[src/rtl/rs232_pkg.sv]
// Shared definitions for the RS232 transmit arbiter and its helpers.
// Holds the controller state encoding and the byte width.
package rs232_pkg;

    localparam int BYTE_W = 8;

    typedef enum logic [1:0] {
        IDLE    = 2'd0,
        WAIT_TX = 2'd1,
        WRITE   = 2'd2,
        GAP     = 2'd3
    } state_t;

endpackage

[src/rtl/rs232_tx_arbiter_if.sv]
// Requester / transmitter bundle for rs232_tx_arbiter.
// Optional macro RS232_ARB_LOCK_EN adds the per-client req_last vector.
// modport master: the arbiter side; modport slave: clients plus transmitter.
interface rs232_tx_arbiter_if
    import rs232_pkg::*;
#(
    parameter int N_REQ = 4,
    parameter int IDX_W = 2
);

    logic [N_REQ-1:0]        req;
    logic [BYTE_W*N_REQ-1:0] req_data;
    logic [N_REQ-1:0]        req_ack;
    logic [BYTE_W-1:0]       tx_data;
    logic                    tx_flag;
    logic                    tx_wr;
    logic [IDX_W-1:0]        grant_idx;
    logic                    busy;
`ifdef RS232_ARB_LOCK_EN
    logic [N_REQ-1:0]        req_last;
`endif

    modport master (
        input  req, req_data, tx_flag,
`ifdef RS232_ARB_LOCK_EN
        input  req_last,
`endif
        output req_ack, tx_data, tx_wr, grant_idx, busy
    );

    modport slave (
        output req, req_data, tx_flag,
`ifdef RS232_ARB_LOCK_EN
        output req_last,
`endif
        input  req_ack, tx_data, tx_wr, grant_idx, busy
    );

endinterface

[src/rtl/rr_pick.sv]
// Combinational round-robin selector: searches last+1, last+2, ...
// (wrapping modulo N_REQ) and returns the first requesting index.
module rr_pick #(
    parameter int N_REQ = 4,
    parameter int IDX_W = 2
) (
    input  logic [N_REQ-1:0] req,
    input  logic [IDX_W-1:0] last,
    output logic [IDX_W-1:0] winner,
    output logic             valid
);

    int               cand;
    logic [IDX_W-1:0] sel;

    // First requester after 'last' in circular order; last itself is checked last.
    always_comb begin
        winner = last;
        valid  = 1'b0;
        cand   = 0;
        sel    = '0;
        for (int i = 1; i <= N_REQ; i++) begin
            cand = (int'(last) + i) % N_REQ;
            sel  = IDX_W'(cand);
            if (!valid && req[sel]) begin
                winner = sel;
                valid  = 1'b1;
            end
        end
    end

endmodule

[src/rtl/rs232_tx_arbiter.sv]
// Round-robin arbiter sharing one RS232 transmitter byte port among
// N_REQ requesters. Each grant latches a byte, acks the client for one
// cycle, waits for tx_flag, strobes tx_wr once, then spends a dead cycle.
// Optional macro RS232_ARB_LOCK_EN: multi-byte messages lock the arbiter
// to a client until it sends a byte flagged with req_last.
module rs232_tx_arbiter
    import rs232_pkg::*;
#(
    parameter int N_REQ = 4,
    parameter int IDX_W = 2
) (
    input  logic                clk,
    input  logic                reset,
    rs232_tx_arbiter_if.master  bus
);

    state_t              state, state_nx;
    logic [N_REQ-1:0]    ack_q, ack_nx;
    logic                tx_wr_q, tx_wr_nx;
    logic [BYTE_W-1:0]   data_q, data_nx;
    logic [IDX_W-1:0]    grant_q, grant_nx;

    logic [N_REQ-1:0]    cand_req;
    logic [IDX_W-1:0]    winner;
    logic                win_vld;
    logic [BYTE_W-1:0]   win_byte;

`ifdef RS232_ARB_LOCK_EN
    logic                lock_q, lock_nx;

    // While locked only the previously granted client may compete.
    always_comb begin
        cand_req = bus.req;
        if (lock_q) begin
            cand_req = bus.req & (N_REQ'(1) << grant_q);
        end
    end
`else
    assign cand_req = bus.req;
`endif

    rr_pick #(
        .N_REQ (N_REQ),
        .IDX_W (IDX_W)
    ) u_pick (
        .req    (cand_req),
        .last   (grant_q),
        .winner (winner),
        .valid  (win_vld)
    );

    // Byte lane of the current round-robin winner.
    always_comb begin
        win_byte = '0;
        for (int i = 0; i < N_REQ; i++) begin
            if (winner == IDX_W'(i)) begin
                win_byte = bus.req_data[BYTE_W*i +: BYTE_W];
            end
        end
    end

    // Next-state and next-output logic; ack and tx_wr default to idle so they pulse.
    always_comb begin
        state_nx = state;
        ack_nx   = '0;
        tx_wr_nx = 1'b0;
        data_nx  = data_q;
        grant_nx = grant_q;
`ifdef RS232_ARB_LOCK_EN
        lock_nx  = lock_q;
`endif
        unique case (state)
            IDLE: begin
                if (win_vld) begin
                    data_nx  = win_byte;
                    grant_nx = winner;
                    ack_nx   = N_REQ'(1) << winner;
`ifdef RS232_ARB_LOCK_EN
                    lock_nx  = ~bus.req_last[winner];
`endif
                    state_nx = WAIT_TX;
                end
            end
            WAIT_TX: begin
                if (bus.tx_flag) begin
                    tx_wr_nx = 1'b1;
                    state_nx = WRITE;
                end
            end
            WRITE: begin
                state_nx = GAP;
            end
            GAP: begin
                // Dead cycle lets the transmitter drop tx_flag before the next grant.
                state_nx = IDLE;
            end
            default: begin
                state_nx = IDLE;
            end
        endcase
    end

    // State and registered outputs; reset wins over every state and drops any pending byte.
    always_ff @(posedge clk) begin
        if (reset) begin
            state   <= IDLE;
            ack_q   <= '0;
            tx_wr_q <= 1'b0;
            data_q  <= '0;
            grant_q <= IDX_W'(N_REQ - 1);
`ifdef RS232_ARB_LOCK_EN
            lock_q  <= 1'b0;
`endif
        end else begin
            state   <= state_nx;
            ack_q   <= ack_nx;
            tx_wr_q <= tx_wr_nx;
            data_q  <= data_nx;
            grant_q <= grant_nx;
`ifdef RS232_ARB_LOCK_EN
            lock_q  <= lock_nx;
`endif
        end
    end

    assign bus.req_ack   = ack_q;
    assign bus.tx_wr     = tx_wr_q;
    assign bus.tx_data   = data_q;
    assign bus.grant_idx = grant_q;
    assign bus.busy      = (state != IDLE);

endmodule

[src/flat_wrapper.sv]
// flat-port wrapper written by rule: the top's interface ports become plain ports
module rs232_tx_arbiter_flat import rs232_pkg::*;
#(
    parameter int N_REQ = 4,
    parameter int IDX_W = 2
)
  (clk, reset, bus_req, bus_req_data, bus_tx_flag, bus_req_ack, bus_tx_data, bus_tx_wr, bus_grant_idx, bus_busy);
  rs232_tx_arbiter_if #(.N_REQ(N_REQ), .IDX_W(IDX_W)) bus_i ();
  input  logic clk;
  input  logic reset;
  input wire logic [$bits(bus_i.req)-1:0] bus_req;
  input wire logic [$bits(bus_i.req_data)-1:0] bus_req_data;
  input wire logic [$bits(bus_i.tx_flag)-1:0] bus_tx_flag;
  output wire logic [$bits(bus_i.req_ack)-1:0] bus_req_ack;
  output wire logic [$bits(bus_i.tx_data)-1:0] bus_tx_data;
  output wire logic [$bits(bus_i.tx_wr)-1:0] bus_tx_wr;
  output wire logic [$bits(bus_i.grant_idx)-1:0] bus_grant_idx;
  output wire logic [$bits(bus_i.busy)-1:0] bus_busy;
  assign bus_i.req = bus_req;
  assign bus_i.req_data = bus_req_data;
  assign bus_i.tx_flag = bus_tx_flag;
  assign bus_req_ack = bus_i.req_ack;
  assign bus_tx_data = bus_i.tx_data;
  assign bus_tx_wr = bus_i.tx_wr;
  assign bus_grant_idx = bus_i.grant_idx;
  assign bus_busy = bus_i.busy;
  rs232_tx_arbiter #(.N_REQ(N_REQ), .IDX_W(IDX_W)) u_core (.clk(clk), .reset(reset), .bus(bus_i));
endmodule
[config.mk]
export PLATFORM = sky130hd
export DESIGN_NAME = rs232_tx_arbiter_flat
export DESIGN_NICKNAME = d
export VERILOG_FILES = /design/src/rtl/rs232_pkg.sv /design/src/rtl/rs232_tx_arbiter_if.sv /design/src/rtl/rr_pick.sv /design/src/rtl/rs232_tx_arbiter.sv /design/src/flat_wrapper.sv
export SDC_FILE = /design/constraint.sdc
export NUM_CORES = 1
export LEC_CHECK = 0
export ABC_CLOCK_PERIOD_IN_PS = 1600
export CAP_MARGIN = 20
export CORE_MARGIN = 5
export CORE_UTILIZATION = 35
export DETAILED_ROUTE_END_ITERATION = 16
export GPL_TIMING_DRIVEN = 0
export MAX_ROUTING_LAYER = met4
export PLACE_DENSITY_LB_ADDON = 0.05
export SYNTH_ARGS = -nofsm -noshare
export SYNTH_HDL_FRONTEND = slang
export SYNTH_SLANG_ARGS = --single-unit
[constraint.sdc]
create_clock -name clk -period 1.6 [get_ports clk]
set_input_delay 0.32 -clock clk [delete_from_list [all_inputs] [get_ports clk]]
set_output_delay 0.32 -clock clk [all_outputs]
set_load 0.01 [all_outputs]
==> impl_metrics.yaml <==
sta:
  rsz0062_at_grt: "yes"
  maxSlewViolCount: 0
  fmax_mhz: 614
  post-route-min-period_ns: 1.63
  max_slew_margin_pct: 61.6
  hold_violations: 0
  setup_viol_count_final: 5
  worstMarginPinSlew_ns: 0.576
  final.period_utilization_pct: 102
  fin_skew_ns: 0.00748
  postLayoutSetupSlackWorst_ns: -0.0297
  hold_ws_ns: 0.513
logic_synthesis:
  syn_avg_cell_area_um2: 8.86
  yosys_warnings: 0
  netlist_instances: 119
  yosys_register_bits: 17
  synthesis.nets: 162
  ys_seq_area_share_pct: 32.3
  syn-cell-area_mm2: 0.00105
  yosysUniqueCellTypes: 34
cts:
  cts_tree: "built"
  numClockSinks: 17
  cts_buffers: 3
  clock-root-buffer: "clkbuf_4"
  cts.htree.levels: 1
  clkSlewWorstSetupHoldPaths_ns: 0.11
  cts_buffer_depth: 2
  insertion_delay_ns: 0.31
setup_path:
  crit_arrival_ns: 1.87
  cp.required_ns: 1.84
  path_cells: "buf_6, nand2b_4, a21oi_2, or3_4, o21a_1, a211oi_2"
  worstSetupPathType: "register to register"
  r2r-start: "u_core.bus.grant_idx[1]"
  reg2regPathDepth: 6
  crit_path_end_kind: "register"
  path_max_fanout: 6
  r2r_setup_slack_ns: -0.03
  crit_path_start: "u_core.bus.grant_idx[1]"
  crit_path_top_delay_cell: "or3_4"
  crit_end: "u_core.bus.tx_data[5]"
  r2r_end: "u_core.bus.tx_data[5]"
  cpPeakStageDelay_ns: 0.47
  setup.worst_path.start_class: "register"
pwr:
  power_leakage_uw: 0.000785
  total_power_uw: 3260
  power_density_mw_per_mm2: 1710
  peakVddDrop_v: 0.000761
finish:
  final_common_cell: "clkdlybuf4s50_1"
  syn2layout_area_growth_pct: 80.4
  nets: 234
  multi_input_area_um2: 782
  fillers: 265
  final_cell_mix: "49 x clkdlybuf4s50_1, 18 x nor2_1, 13 x dfxtp_1"
  fin_cells: 223
  n_antenna_cell: 0
  seq_area_um2: 345
  final_cell_area_mm2: 0.00190
  layout-drive-gt1-share_pct: 29.5
  fin_util_pct: 63.9
place:
  dp.cells: 206
  port_buffers: 54
  dpl.hpwl_mm: 2.41
  gp_congestion: 0.795
  dpl_cell_area_mm2: 0.00164
drt:
  vias: 1160
  routed_via_density: 5.20
  finalWirelength_mm: 3.44
  drc: 0
  drt-pass1-iter-count: 4
  drt_iter0_drc: 34
  wl_per_cell_um: 15.4
  ant_nets: 0
status:
  status: "finished with violations"
  violations: "setup timing"
global_routing:
  grt_pass1_wl_mm: 5.58
  grt_pass1_vias: 1207
  track_usage_pct: 17.3
  grt_max_degree: 11
  antenna_found_initial: 0
  grt-ovfl-total: 0
floorplan:
  initial_core_util_pct: 35.4
  row_count: 20
  core_mm2: 0.00298
  die_area_mm2: 0.00421
  pin_count: 55
  die_x_um: 64.9
  die_h_um: 64.9
flow_run:
  cap_violations: 0
worst_hold_path:
  hp-class: "register to register"
==> worst min-delay path by stage <==
stage,from,endpoint,depth (start not counted)
after floorplan,reset,u_core.bus.grant_idx[1],1
after global placement,u_core.bus.tx_data[3],u_core.bus.tx_data[3],2
after global routing,u_core.bus.tx_data[6],u_core.bus.tx_data[6],2
after detailed placement,u_core.bus.tx_data[4],u_core.bus.tx_data[4],2
final,u_core.bus.tx_data[0],u_core.bus.tx_data[0],2
after CTS,u_core.bus.tx_data[0],u_core.bus.tx_data[0],2
==> flip-flops by register name (all words and copies together) (netlist names) <==
name / cells
u_core.bus.grant_idx: 2
u_core.bus.req_ack: 4
u_core.bus.tx_data: 8
u_core.bus.tx_wr: 1
u_core.state: 2
==> repair_timing <==
item,in CTS,in global routing
buffers inserted,10,2
hold buffers,0,0
cloned,2,0
endpoints found under the setup margin,17,10
gates resized for setup,27,15
pin swaps,13,8
==> power breakdown <==
| part | switching, uW | internal [uW] | leakage [uW] |
|---|---|---|---|
| clock | 155 | 93.4 | 0.0000177 |
| combinational | 1060 | 1250 | 0.000627 |
| sequential | 97.8 | 606 | 0.000141 |
| total | 1310 | 1950 | 0.000785 |
==> logic make-up after synthesis <==
| logic type | count (synthesis) | share of synthesized area (%) |
|---|---|---|
| adders and majority gates | 4 | 4.75 |
| AOI/OAI and AO/OA | 37 | 28.2 |
| DFF | 17 | 32.3 |
| and+or+nand+nor | 42 | 20.0 |
| muxes | 9 | 8.54 |
| buffers and inverters | 10 | 6.17 |
==> synthesized netlist by cell type <==
master,number,share of area (%)
a211o_1,1,0.83
a211oi_1,7,5.0
a211oi_2,1,1.2
a21oi_1,13,6.2
a2bb2oi_1,6,5.0
and2_1,2,1.2
buf_2,1,0.47
buf_4,1,0.71
buf_6,3,3.2
clkbuf_1,1,0.36
dfxtp_1,17,32
ha_1,4,4.7
inv_1,4,1.4
mux2i_1,9,8.5
nand2_1,6,2.1
nand2_2,1,0.59
nand2b_1,4,2.4
nand2b_2,1,0.83
nand3_1,1,0.47
nand3b_1,2,1.4
nand3b_2,1,1.1
nor2_1,19,6.8
nor2b_1,2,1.2
nor2b_2,1,0.83
nor4_1,1,0.59
o21a_1,2,1.4
o21ai_0,1,0.47
o21ai_2,1,0.83
o221ai_1,1,0.83
o22ai_1,1,0.59
o311ai_1,1,0.83
o311ai_4,1,2.5
o32ai_4,1,2.6
or3_1,1,0.59
==> metal layers <==
layer	up-vias	track usage [%]	wire length [um]
li1	573	-	-
met1	540	20.1	1450
met2	43	29.4	1730
met3	4	4.68	222
met4	0	4.75	36
met5	-	-	0
==> critical path: cells and delay by family (launching register included) <==
family | cells | cell delay (ns)
simple gates | 2 | 0.60
buf+inv | 1 | 0.13
compound gates | 3 | 0.45
flops | 1 | 0.37
==> final cells by class <==
class	instances	area share, %
well taps	33	2.17
inverters	4	0.789
multi-input cells	93	41.1
clock inverters	1	0.263
repair buffers	67	34.1
plain buffers	5	2.24
flip-flops and latches	17	18.1
clock buffers	3	1.18
==> through the flow <==
stage / setup TNS, ns / setup slack [ns]
6_report: -0.0721 / -0.0297
5_1_grt: -0.600 / -0.112
4_1_cts: -0.0793 / -0.0229
3_5_place_dp: -9.34 / -0.811
3_3_place_gp: -8.88 / -0.792
2_1_floorplan: 0 / 0.0180
Power figures use the tool's default switching activity.
==> RTL change, RTL diff (same settings) <==
`data_q` no longer has a reset.
--- a/src/rtl/rs232_tx_arbiter.sv
+++ b/src/rtl/rs232_tx_arbiter.sv
@@ -106,7 +106,6 @@
             state   <= IDLE;
             ack_q   <= '0;
             tx_wr_q <= 1'b0;
-            data_q  <= '0;
             grant_q <= IDX_W'(N_REQ - 1);
 `ifdef RS232_ARB_LOCK_EN
             lock_q  <= 1'b0;
@@ -115,12 +114,15 @@
             state   <= state_nx;
             ack_q   <= ack_nx;
             tx_wr_q <= tx_wr_nx;
-            data_q  <= data_nx;
             grant_q <= grant_nx;
 `ifdef RS232_ARB_LOCK_EN
             lock_q  <= lock_nx;
 `endif
         end
+    end
+
+    always_ff @(posedge clk) begin
+        data_q <= data_nx;
     end
 
     assign bus.req_ack   = ack_q;
Check against the original RTL: not equivalent (a bounded check fails within 4 cycles, from zero or initial values and one cycle with reset high).
==> RTL change against the original RTL <==
Hold slack got worse by 0.097 ns. Area after synthesis fell by 7.1%. The run still ends with setup timing left. Routed wire length fell by 15%. Cell count fell by 13%. Largest power group unchanged. First-iteration DRC count fell by 12%. Worst setup slack got worse by 0.090 ns. Total power fell by 15%. Cell area fell by 12%. Global-route usage fell by 1.7 points. Sequential cell count did not move. Largest cell class is now buffers. Critical path depth did not move. Clock power fell by 8%. Critical path type unchanged.
==> RTL change: results (changes against the original RTL) <==
met3 wire len=223 um (was 222 um); Synth Area in Adders=5.11% (was 4.74%); combinational power=1.71 mW (was 2.31 mW); HP Start=reset (was u_core.bus.tx_data[0]$_SDFFE_PP0N_); met2 wire length=1480 um (was 1730 um); failing checks=setup timing (unchanged); WHS Endpoint=u_core.state[1]$_SDFFE_PP0P_ (was u_core.bus.tx_data[0]$_SDFFE_PP0N_); worst setup margin=-0.119 ns (was -0.0297 ns); number of flops mapped to enable cells by yosys=8 (was 0); met2 Use GR=27.6% (was 29.4%); setup_tns=-0.761 ns (was -0.0721 ns); Placer Congestion=0.718 (was 0.795); Area after DPL=1560 sq um (was 1640 sq um); peak supply drop=1170 uV (was 761 uV); nets=206 (was 234); status=finished, violations left (unchanged); final WL=2920 um (was 3440 um); Hold Path Class=input port to flip-flop (was flip-flop to flip-flop); final setup fails=9 (was 5); post-synthesis net count=140 (was 162); vias per cell=5.02 (was 5.20); post-CTS sizing=17 (was 27); Worst Setup EP=u_core.bus.tx_data[3]$_DFFE_PN_ (was u_core.bus.tx_data[5]$_SDFFE_PP0N_); met1 usage=16.8% (was 20.1%); Tot GR Track Use=15.7% (was 17.3%)
## RTL change: cell count changes after synthesis, sizes merged, moves of 7 or more
cell	before	now
nand2b	5	12
dfxtp	17	9
nor2	19	7
a22oi	0	8
a211oi	8	1
edfxtp	0	8
## RTL change: area by class of cell
| class | count | area [sq um] | area share [%] |
|---|---|---|---|
| timing repair buffer | 61 | 592 | 35.2 |
| multi-input combinational | 68 | 533 | 31.7 |
| sequential | 17 | 427 | 25.4 |
| buffer | 6 | 40.0 | 2.38 |
| tap | 31 | 38.8 | 2.31 |
| clock buffer | 4 | 26.3 | 1.56 |
| inverter | 6 | 22.5 | 1.34 |
## RTL change: metrics by stage
step           std cells  setup slack, ns
2_1_floorplan         97          -0.0656
3_3_place_gp         181           -0.830
3_5_place_dp         181           -0.812
4_1_cts              192           -0.120
5_1_grt              193           -0.215
6_report             193           -0.119
